<file path="src/rtl/dmem_arbiter.sv">
// ============================================================================
// Module   : dmem_arbiter
// Purpose  : Two-requester (CPU / debug) arbiter for the single-ported data
//            memory. Accesses go through a three-state sequencer
//            (IDLE -> ACCESS -> RESP), and the CPU is stalled while its
//            access is pending.
// Options  : DMEM_ARB_RR_EN - round-robin on contention; debug always wins
//            if the macro is undefined.
// Revision : 1.0 - initial release
// ============================================================================
`default_nettype none
`timescale 1ns/1ps

module dmem_arbiter #(
  parameter int ADDR_W = 13,
  parameter int DATA_W = 32
) (
  input  logic              clk,
  input  logic              reset,
  input  logic              cpu_req,
  input  logic              cpu_we,
  input  logic [ADDR_W-1:0] cpu_addr,
  input  logic [DATA_W-1:0] cpu_wdata,
  output logic [DATA_W-1:0] cpu_rdata,
  output logic              cpu_ack,
  output logic              cpu_stall,
  input  logic              dbg_req,
  input  logic              dbg_we,
  input  logic [ADDR_W-1:0] dbg_addr,
  input  logic [DATA_W-1:0] dbg_wdata,
  output logic [DATA_W-1:0] dbg_rdata,
  output logic              dbg_ack,
  output logic [ADDR_W-1:0] mem_addr,
  output logic [DATA_W-1:0] mem_wdata,
  output logic              mem_read,
  output logic              mem_write,
  input  logic [DATA_W-1:0] mem_rdata,
  output logic              owner
);

  typedef enum logic [1:0] {
    IDLE   = 2'd0,
    ACCESS = 2'd1,
    RESP   = 2'd2
  } state_t;

  state_t              state_q, state_d;
  logic                we_q, we_d;
  logic [ADDR_W-1:0]   addr_q, addr_d;
  logic [DATA_W-1:0]   wdata_q, wdata_d;
  logic                owner_q, owner_d;
  logic [DATA_W-1:0]   cpu_rdata_q, cpu_rdata_d;
  logic [DATA_W-1:0]   dbg_rdata_q, dbg_rdata_d;
  logic                dbg_prio;
  logic                grant_dbg;

`ifdef DMEM_ARB_RR_EN
  // 1 = debug is favoured on the next contended grant
  logic rr_q, rr_d;

  always_ff @(posedge clk) begin
    if (reset) begin
      rr_q <= 1'b1;
    end else begin
      rr_q <= rr_d;
    end
  end

  assign dbg_prio = rr_q;
`else
  assign dbg_prio = 1'b1;
`endif

  always_comb begin
    state_d     = state_q;
    we_d        = we_q;
    addr_d      = addr_q;
    wdata_d     = wdata_q;
    owner_d     = owner_q;
    cpu_rdata_d = cpu_rdata_q;
    dbg_rdata_d = dbg_rdata_q;
    mem_addr    = '0;
    mem_wdata   = '0;
    mem_read    = 1'b0;
    mem_write   = 1'b0;
    cpu_ack     = 1'b0;
    dbg_ack     = 1'b0;
    grant_dbg   = dbg_req & (~cpu_req | dbg_prio);
`ifdef DMEM_ARB_RR_EN
    rr_d        = rr_q;
`endif

    case (state_q)
      IDLE: begin
        if (cpu_req | dbg_req) begin
          owner_d = grant_dbg;
          we_d    = grant_dbg ? dbg_we    : cpu_we;
          addr_d  = grant_dbg ? dbg_addr  : cpu_addr;
          wdata_d = grant_dbg ? dbg_wdata : cpu_wdata;
          state_d = ACCESS;
`ifdef DMEM_ARB_RR_EN
          rr_d    = ~grant_dbg;
`endif
        end
      end
      ACCESS: begin
        mem_addr  = addr_q;
        mem_wdata = wdata_q;
        mem_read  = ~we_q;
        mem_write = we_q;
        // Only the owner's read register ever changes.
        if (!we_q) begin
          if (owner_q) begin
            dbg_rdata_d = mem_rdata;
          end else begin
            cpu_rdata_d = mem_rdata;
          end
        end
        state_d = RESP;
      end
      RESP: begin
        cpu_ack = ~owner_q;
        dbg_ack = owner_q;
        state_d = IDLE;
      end
      default: begin
        state_d = IDLE;
      end
    endcase
  end

  always_ff @(posedge clk) begin
    if (reset) begin
      state_q     <= IDLE;
      we_q        <= 1'b0;
      addr_q      <= '0;
      wdata_q     <= '0;
      owner_q     <= 1'b0;
      cpu_rdata_q <= '0;
      dbg_rdata_q <= '0;
    end else begin
      state_q     <= state_d;
      we_q        <= we_d;
      addr_q      <= addr_d;
      wdata_q     <= wdata_d;
      owner_q     <= owner_d;
      cpu_rdata_q <= cpu_rdata_d;
      dbg_rdata_q <= dbg_rdata_d;
    end
  end

  assign cpu_rdata = cpu_rdata_q;
  assign dbg_rdata = dbg_rdata_q;
  assign owner     = owner_q;
  assign cpu_stall = cpu_req & ~cpu_ack;

endmodule

`default_nettype wire

</file>
<file path="config.mk">
export PLATFORM = sky130hd
export DESIGN_NAME = dmem_arbiter
export DESIGN_NICKNAME = d
export VERILOG_FILES = /design/src/rtl/dmem_arbiter.sv
export SDC_FILE = /design/constraint.sdc
export NUM_CORES = 1
export LEC_CHECK = 0
export ABC_CLOCK_PERIOD_IN_PS = 2900
export CORE_ASPECT_RATIO = 0.5
export CORE_MARGIN = 3
export CORE_UTILIZATION = 43
export DETAILED_ROUTE_END_ITERATION = 7
export GPL_TIMING_DRIVEN = 0
export HOLD_SLACK_MARGIN = 0.05
export PLACE_DENSITY = 0.95
export SLEW_MARGIN = 20
export SYNTH_ARGS = -nofsm -noshare
export SYNTH_HDL_FRONTEND = slang
export SYNTH_SLANG_ARGS = --single-unit
export TNS_END_PERCENT = 50
</file>
<file path="constraint.sdc">
create_clock -name clk -period 2.9 [get_ports clk]
set_clock_uncertainty 0.1 [all_clocks]
set_input_delay 0.29 -clock clk [delete_from_list [all_inputs] [get_ports clk]]
set_output_delay 0.29 -clock clk [all_outputs]
set_load 0.01 [all_outputs]
</file>
; After elaboration in Yosys (flattened, before gate mapping)
; Cells that the tools add are included.
[op_classes]
n_div = 0
addsub = 0
mux = 11
n_lt_le_gt_ge = 0
shift = 0
bitwise_logic = 5
n_mul = 0
reduce_logical = 4
eq_ne = 3
[op_table]
columns = cell, n
row1 = two-way mux 32 bit, 2
row2 = two-way mux 13 bit, 2
row3 = AND reduction 3 bit, 2
row4 = two-way mux 1 bit, 5
row5 = one-hot mux 2 bit (2 select lines), 1
row6 = NOT 1 bit, 3
row7 = "== test 2 x 1 -> 1 bit, second input constant", 1
row8 = "== test 2 bit, second input constant", 1
row9 = zero test 2 bit, 1
row10 = two-way mux 2 bit, 1
row11 = "!= test 2 bit, second input constant", 1
row12 = AND reduction 2 bit, 1
row13 = AND 1 bit, 1
row14 = bitwise OR 1 bit, 1
[word_totals]
mem_bits_ro = 0
latchBits = 0
mem_count = 0
input_bits = 128
reg_bits = 113
ram_bits = 0
elab_cells = 30
output_inout_bits = 115

; Longest topological paths before layout
[depth]
depth_word = 4
mapped_depth = 5
depth_no_buf = 3

; Least setup slack after synthesis
; Ideal clock, no wire load.
[synth_timing]
kind = register -> output
from = register state_q[0]
to = output mem_addr[0]
path_buffers = 2
path_stages_with_launch = 5
setup_slack_ns = 1.349
arrival_time_ns = 1.161
t_required_ns = 2.510
path_cell_list = dfxtp_1 nor2b_1 buf_1 clkbuf_1 and2_1
[synth_between]
elab_chain_cells = 2
[synth_rtl]
columns = element, line
row1 = start: declaration, 47  ; state_t state_q, state_d;
row2 = start signal: assignment, 142  ; state_q <= state_d;
row3 = == test 2 x 1 -> 1 bit, 93  ; case (state_q)
row4 = two-way mux 13 bit, 93
row5 = end: declaration, 33  ; output logic [ADDR_W-1:0] mem_addr,
; No other way between the ends.

; Worst setup path in the final report
[layout_timing]
from = register state_q[0]
to = output mem_wdata[28]
[layout_between]
elab_chain_cells = 2
[layout_rtl]
columns = element, line
row1 = == test 2 x 1 -> 1 bit, 93
row2 = two-way mux 32 bit, 93
row3 = end: declaration, 34  ; output logic [DATA_W-1:0] mem_wdata,
; No other way between the ends.

==> summary.md <==
| Metric | Value |
|---|---|
| Status | complete, no violations |
| Leak | 3.02 nW |
| 1st-iter DRT viols | 352 |
| Top-count cell post-synth | nand2_1 |
| First-pass GRT wire length | 27.0 mm |
| Hold Crit Class | reg -> reg |
| Worst VDD drop | 0.350 mV |
| Setup tns final | 0 ps |
| Final total power | 4.71 mW |
| I/O Buffers | 241 |
| Max FO, Critical Path | 10 |
| Post-Layout Cell Count | 973 |
| # H-tree levels | 4 |
| Hold Path Depth | 2 |
| DP Area | 0.00743 sq mm |
| Leading register cell type out of synthesis | dfxtp_1 |
| CP Capture Type | output port |
| CP Data Required Time | 2510 ps |
| Worst slew pin tran | 589 ps |
| Rel. slew slack | 0.607 |
| Die H | 81.1 um |
| Worst-skew pair later-pin latency | 400 ps |
| Area grow syn2layout | 66.1% |
| CP startpoint kind | flip-flop |
| Final Instance Area | 0.00805 sq mm |
| Post-synthesis async set-or-reset flop share | 0 |
| Peak Freq | 369 MHz |
| Pwr/cell area | 585 mW/mm^2 |
| Fin nets | 948 |
| Mean Syn Cell Area | 8.65 sq um |
| Chip width | 156 um |
| Switching share of power | 0.263 |
| Max_cap viols | 0 |
| DR vias/cell | 5.40 |
| Yosys warning count | 0 |
| Total GRT Usage | 0.273 |
| CTS buffer count | 17 |
| Syn_nets | 688 |
| Routability cong. | 0.788 |
| EDFF count, synth | 0 |
| Part of the power in registers | 0.368 |
| Setup Buffers After CTS | 0 |
| Ranking of synthesized cells by area | dfxtp_1 47%, a21oi_1 11%, nand2_1 10%, mux2i_1 9.5%, a211oi_1 6.2% |
| Buffer type at the clock tree root | clkbuf_16 |
| Yosys reg bits | 113 |
| TritonRoute pass-1 iters | 5 |
| CTS tree | done |
| Vias | 5257 |
| Clock power share | 0.455 |
| Synth top area share | 0.467 |
| RSZ-0062 raised after global routing | no |
| Max Root-Sink Buffers | 2 |
| Cell taking the most area after synthesis | dfxtp_1 |
| Seq/Total Area, Yosys | 0.467 |
| Final setup viols | 0 |
| Slew Limit Fails | 0 |
| Post-Route WL | 17.5 mm |
| Fin. Hold Viols | 0 |
| Row cnt | 26 |
| Netlist Area Pre-Place | 0.00485 sq mm |
| Post-DR wirelength/cell | 18.0 um |
| Remaining global-route overflow | 0 |
| Post-Synthesis Cells | 560 |
| Critical path arrival | 2320 ps |
| Power share of the combinational group | 0.177 |
| Unique cell type count in the Yosys netlist | 23 |
| Vias in the first global route | 5326 |
| Core area | 0.0106 sq mm |
| # diodes | 0 |
| Clock sink total | 113 |
| Psw | 1.24 mW |
| IO Pins | 243 |
| Minimum clock period | 2710 ps |
| R2r worst-path depth | 5 |
| Post-route ant nets | 0 |
| Commonest cells post-synth | 129 x nand2_1, 113 x dfxtp_1, 111 x a21oi_1, 47 x and2_1, 46 x mux2i_1 |
| HPWL Detailed | 12.3 mm |
| Starting Density | 0.458 |
| Largest net degree at the start of global routing | 17 |
| Initial antenna violation count | 0 |
| Drt drc | 0 |
| WS Path Type | reg -> out |
| Share of cells above drive strength 1 | 0.0852 |
| Clock transition at path regs | 50 ps |
| DP Cell Count | 941 |
| Pint | 3.47 mW |
| Period utilisation layout | 0.934 |
| Die area | 0.0127 sq mm |
==> path summary, 6_finish.rpt <==
kind	startpoint	to	slack [ps]
max	state_q[0]	mem_wdata[28]	190
min	cpu_rdata[26]	cpu_rdata[26]	350
max reg2reg	state_q[1]	wdata_q[14]	1070
min reg2reg	cpu_rdata[26]	cpu_rdata[26]	350
==> flip-flops by register name, indices dropped and copies added, names as in the netlist <==
name,flops
cpu_rdata,32
we_q,1
dbg_rdata,32
owner,1
wdata_q,32
addr_q,13
state_q,2
==> power groups by stage <==
| stage | combinational [mW] | sequential [mW] | clock [mW] |
|---|---|---|---|
| CTS | 0.830 | 1.73 | 2.16 |
| global route | 0.895 | 1.75 | 2.25 |
| global placement | 0.792 | 1.75 | 0 |
| floorplan | 0.376 | 1.76 | 0 |
| finish | 0.831 | 1.74 | 2.14 |
| detailed placement | 0.815 | 1.76 | 0 |
==> placed cells by master, fill, tap and decap left out, types with 6 or more instances in the layout <==
| cell | n |
|---|---|
| clkinv_4 | 6 |
| clkdlybuf4s50_1 | 241 |
| clkbuf_16 | 17 |
| dfxtp_1 | 113 |
| a21oi_1 | 111 |
| clkbuf_1 | 20 |
| buf_2 | 14 |
| mux2i_1 | 46 |
| buf_6 | 7 |
| a211oi_1 | 40 |
| a211oi_2 | 6 |
| nand2_1 | 129 |
| and2_1 | 47 |
==> worst max-delay path, cell delays in order, from the launching register on <==
cell and delay, ps:
dfxtp_1 490, nor2b_1 180, clkbuf_2 230, clkbuf_1 280
and2_1 180, clkdlybuf4s50_1 560
==> cells by family (layout without fill, tap and decap cells) <==
| kind of cell | after synthesis | count (layout) | share of synthesized area |
|---|---|---|---|
| compound gates | 158 | 158 | 0.194 |
| buf+inv | 53 | 326 | 0.0594 |
| flops | 113 | 113 | 0.467 |
| mux | 46 | 46 | 0.0950 |
| simple gates | 190 | 190 | 0.185 |
==> timing repair <==
action,in CTS,in global routing
endpoints found under the setup margin,10,39
resized for setup,2,3
hold buffers,0,0
==> layer usage <==
metal,routed length (um),track usage,vias up,share of wire
met5,0,0,-,0
met4,727,0.141,0,0.041
met3,1030,0.0617,61,0.059
met2,8940,0.494,255,0.51
met1,6820,0.306,2504,0.39
li1,-,-,2437,-
==> final cells by class <==
cell class              instances  area (sq um)
plain buffers                  53           293
clock buffers                  17           425
clock inverters                15           185
fillers                       691          2520
multi-input cells             394          2300
flip-flops and latches        113          2260
well taps                     140           175
repair buffers                241          2410
==> stage by stage <==
| stage | worst slack, ps | utilization | hold slack (ps) |
|---|---|---|---|
| finish | 190 | 0.761 | 354 |
| global route | 70.6 | 0.761 | 371 |
| CTS | 5.61 | 0.761 | 354 |
| detailed placement | 423 | 0.703 | 347 |
| global placement | 477 | 0.703 | 341 |
| floorplan | 1350 | - | 326 |
Note: power is estimated with default switching activity, not from simulation.
==> edit 1 (same flow settings) <==
Change the parameter `ADDR_W` from 13 to 11.
--- a/src/rtl/dmem_arbiter.sv
+++ b/src/rtl/dmem_arbiter.sv
@@ -13,5 +13,5 @@
 
 module dmem_arbiter #(
-  parameter int ADDR_W = 13,
+  parameter int ADDR_W = 11,
   parameter int DATA_W = 32
 ) (
Ports: changed (resized cpu_addr, dbg_addr and mem_addr); port bits go from 243 to 237. No check against the original RTL was run, so the function may have changed too.
==> edit 1 against the original RTL <==
- synthesized area up 0.75%
- critical path depth decreased by 1
- worst setup slack got worse by 0.067 ns
- total power shrank 20%
- combinational power grew 0.7%
- design area shrank 4.4%
- via count is 8.9% lower
- wire length decreased by 10%
- sequential cell count is 2 lower
- core utilization is 3.8 points lower
- critical endpoint is now mem_wdata[19]
- die area increased by 0.70%
- hold slack got worse by 0.078 ns
==> edit 1: results (changes against the original RTL) <==
metric;value;unit;change
I/O Buffers;234;;was 241
Net Sw Frac;26.25;%;was 26.28%
Pleak;2.804;nW;was 3.019 nW
clk buf depth;2;;unchanged
crit path DAT;2.39;ns;was 2.32 ns
WL met3;868;um;was 1025 um
Starting DRT DRC Count;303;;was 352
Seq. cell area;0.002222;mm^2;was 0.002262 mm^2
hold slack;0.2769;ns;was 0.3545 ns
WL met1;6107;um;was 6822 um
#MultiIn Comb;386;;was 394
GP Congestion;0.8255;;was 0.7878
Synth top cells by count;nand2_1, dfxtp_1, a21oi_1, and2_1, mux2i_1;;unchanged
clock-pin slew on the worst setup and hold paths;0.07;ns;was 0.05 ns
Synth async-reset ratio;0;%;unchanged
syn nets;672;;was 688
Reg-to-Reg End;dbg_rdata[27]$_SDFFE_PP0P_;;was wdata_q[14]$_SDFFE_PP0P_
GR Util met1;26.64;%;was 30.58%
Critical Path Max Stage Delay;0.58;ns;was 0.56 ns
vias in the first global route;4893;;was 5326
First-pass DRT Iterations;4;;was 5
H-tree depth;3;;was 4
CTS Buf Count;9;;was 17
worst skew pair latency;0.34;ns;was 0.40 ns
hold crit path type;primary input to flip-flop;;was flip-flop to flip-flop
Worst-Margin Slew;0.7464;ns;was 0.5891 ns
outcome;complete, no violations;;unchanged
hold_sp;dbg_req;;was cpu_rdata[26]$_SDFFE_PP0P_
non-clk buf share;33.83;%;was 33.61%
DR vias;4791;;was 5257
clock-cell share of area;3.774;%;was 7.586%
top cells by area, synth;dfxtp_1, a21oi_1, a211oi_2, nand2_1, mux2i_1;;was dfxtp_1, a21oi_1, nand2_1, mux2i_1, a211oi_1
Worst VDD drop;0.3561;mV;was 0.3500 mV
Seq group;1.70;mW;was 1.74 mW
met2 routed WL;8327;um;was 8944 um
Power Combinational;0.837;mW;was 0.831 mW
Tot GR Track Use;24.02;%;was 27.26%
GR Util met2;45.06;%;was 49.44%
dpl hpwl;12110;um;was 12340 um
worst reg2reg path startpoint;we_q$_SDFFE_PP0P_;;was state_q[1]$_SDFFE_PP0P_
Hold Path Sink;wdata_q[19]$_SDFFE_PP0P_;;was cpu_rdata[26]$_SDFFE_PP0P_
bufs w/o clock;285;;was 294
fraction of layout instances using a drive strength above 1;9.536;%;was 8.523%
Final nets;917;;was 948
Filler Cells Inserted;801;;was 691
Hold Crit Depth;3;;was 2
clock sinks;111;;was 113
first-pass GRT wire length;24320;um;was 27030 um
Seq/Total Area, Yosys;45.52;%;was 46.68%
CP endpoint;mem_wdata[19];;was mem_wdata[28]
GR met3 Demand/Resource;6.440;%;was 6.173%
[edit 1: cells by family (layout without fill, tap and decap cells)]
| family | Yosys count | after routing | share of synthesized area [%] |
|---|---|---|---|
| and+or+nand+nor | 188 | 188 | 17.89 |
| buffers and inverters | 51 | 300 | 5.331 |
| DFF | 111 | 111 | 45.52 |
| muxes | 44 | 44 | 9.021 |
| AOI/OAI and AO/OA | 154 | 154 | 22.24 |
[edit 1: per-stage QoR]
step,util [%],instance area [um^2],power (mW),std cells,worst slack (ns)
6_report,72.31,7692,3.758,937,0.1233
5_1_grt,72.31,7692,3.919,937,0.01975
4_1_cts,72.31,7692,3.783,937,0.1461
3_5_place_dp,69.56,7400,2.567,922,0.3365
3_3_place_gp,69.56,7400,2.537,922,0.4481
2_1_floorplan,-,4882,2.143,548,1.374
[edit 1: what timing repair did]
item / CTS / global route
gates resized for setup: 1 / 0
endpoints found under the setup margin: 10 / 0
buffers inserted: 0 / 0
==> edit 2 (config.mk and constraints unchanged) <==
Without the edit above. The 3 states of `state_t` get a one-hot encoding in 3 bits.
--- a/src/rtl/dmem_arbiter.sv
+++ b/src/rtl/dmem_arbiter.sv
@@ -39,8 +39,8 @@
 );
 
-  typedef enum logic [1:0] {
-    IDLE   = 2'd0,
-    ACCESS = 2'd1,
-    RESP   = 2'd2
+  typedef enum logic [2:0] {
+    IDLE   = 3'b001,
+    ACCESS = 3'b010,
+    RESP   = 3'b100
   } state_t;
 
Check against the original RTL: no difference found for any inputs over 10 cycles, from zero or initial values and one cycle with reset high; not proved beyond that.
==> edit 2 against the original RTL <==
- worst setup slack got worse by 0.032 ns
- total power decreased by 2.8%
- design area increased by 4.7%
- synthesized area increased by 7.3%
- sequential cell count increased by 1
- wire length decreased by 5.8%
- count of clock-buffer cells in the layout increased by 2
- largest power group unchanged
==> edit 2: results (changes against the original RTL) <==
metric;value;unit;change
post-synth top area cell;dfxtp_1;;unchanged
clk buf depth;2;;unchanged
Final nets;912;;was 948
GP Congestion;0.7981;;was 0.7878
Filler Cells Inserted;822;;was 691
final core occ;74.02;%;was 76.13%
root buffer cell;clkbuf_16;;unchanged
hold slack;0.3353;ns;was 0.3545 ns
Yosys warnings;0;;unchanged
Pleak;3.341;nW;was 3.019 nW
worst skew pair latency;0.40;ns;about the same
top cells by area, synth;dfxtp_1, mux2i_1, nand2b_1, a211oi_1, and2_1;;was dfxtp_1, a21oi_1, nand2_1, mux2i_1, a211oi_1
I/O Buffers;241;;unchanged
clock-pin slew on the worst setup and hold paths;0.06;ns;
Starting DRT DRC Count;267;;was 352
dpl hpwl;12110;um;was 12340 um
vias in the first global route;5176;;was 5326
dpl cell area;0.007811;mm^2;was 0.007433 mm^2
first-pass GRT wire length;26340;um;was 27030 um
Internal Power;3.434;mW;was 3.472 mW
DR vias;4842;;was 5257
outcome;complete, no violations;;unchanged
Worst-Margin Slew;0.6705;ns;was 0.5891 ns
CTS Buf Count;17;;unchanged
hold crit path type;primary input to flip-flop;;was flip-flop to flip-flop
H-tree depth;4;;unchanged
Tot GR Track Use;24.25;%;was 27.26%
fraction of layout instances using a drive strength above 1;7.277;%;was 8.523%
crit path DAT;2.35;ns;was 2.32 ns
Cell Count, Final, Fillers Out;956;;was 973
initial antenna violation count;0;;unchanged
antenna cells;0;;unchanged
Seq/Total Area, Yosys;43.89;%;was 46.68%
buffer count from post-CTS setup fixing;0;;unchanged
Mapped Avg Cell Area;9.924;um^2;was 8.653 um^2
dpl cells;924;;was 941
largest net degree at the start of global routing;17;;unchanged
R2R setup slack;0.84;ns;was 1.07 ns
syn nets;652;;was 688
WL final;16500;um;was 17520 um
worst-path fanout max;10;;unchanged
Synth top cells by count;dfxtp_1, mux2i_1, nand2b_1, a21oi_1, and2_1;;was nand2_1, dfxtp_1, a21oi_1, and2_1, mux2i_1
Synth async-reset ratio;0;%;unchanged
Worst VDD drop;0.3715;mV;was 0.3500 mV
First-pass DRT Iterations;4;;was 5
post_cts resized;3;;was 2
library cells used by synthesis;23;;unchanged
[edit 2: cell types whose count changed after synthesis, sizes merged, moves of 2 or more]
cell / delta
a21oi: -64
nor2b: -2
clkbuf: +6
mux2i: +64
nand2: -127
buf: -11
nand2b: +95
[edit 2: cell type report]
cell class	instances	share of cell area, %
multi-input cells	362	32.06
repair buffers	241	28.63
flip-flops and latches	114	27.08
clock buffers	19	5.256
plain buffers	48	2.702
well taps	159	2.361
clock inverters	13	1.915
[edit 2: worst paths after layout]
| path | start | cells past startpoint | to |
|---|---|---|---|
| worst min-delay path | reset | 3 | cpu_rdata[6]$_SDFFE_PP0P_ |
| worst max-delay path | state_q[1]$_SDFFE_PP0P_ | 5 | mem_wdata[24] |
| worst max register to register | state_q[0]$_SDFFE_PP1P_ | 5 | wdata_q[18]$_SDFFE_PP0P_ |
| worst min register to register | cpu_rdata[19]$_SDFFE_PP0P_ | 2 | cpu_rdata[19]$_SDFFE_PP0P_ |
[edit 2: through the flow]
| stage | total power [mW] | setup slack (ns) |
|---|---|---|
| after floorplan | 2.123 | 1.275 |
| after global placement | 2.439 | 0.3625 |
| after detailed placement | 2.463 | 0.3394 |
| after CTS | 4.594 | 0.01114 |
| after global routing | 4.737 | 0.01537 |
| final | 4.579 | 0.1582 |
[edit 2: kinds of logic (layout without fill, tap and decap cells)]
logic type,after synthesis,count (layout),synth area share [%]
buffers and inverters,48,321,4.259
and+or+nand+nor,157,157,19.18
DFF,114,114,43.89
AOI/OAI and AO/OA,95,95,11.50
muxes,110,110,21.17
[edit 2: critical path, stage by stage (launching register included)]
cell and delay, ns:
dfxtp_1 0.42, nor3b_2 0.26, clkbuf_2 0.28, clkbuf_2 0.24, and2_1 0.16, clkdlybuf4s50_1 0.57
[edit 2: power by group through the flow]
| stage | clock network [mW] | logic [mW] | registers [mW] |
|---|---|---|---|
| after floorplan | 0 | 0.361 | 1.76 |
| final | 2.13 | 0.704 | 1.74 |
| after detailed placement | 0 | 0.694 | 1.77 |
| after global placement | 0 | 0.676 | 1.76 |
| after CTS | 2.15 | 0.702 | 1.74 |
| after global routing | 2.22 | 0.764 | 1.75 |
[edit 2: metal layers]
metal	part of all wire (%)	vias to the layer above	global-route usage [%]
li1	-	2339	-
met1	40	2304	27.24
met2	52	165	44.57
met3	5.4	34	6.145
met4	2.3	0	8.587
met5	0	-	0
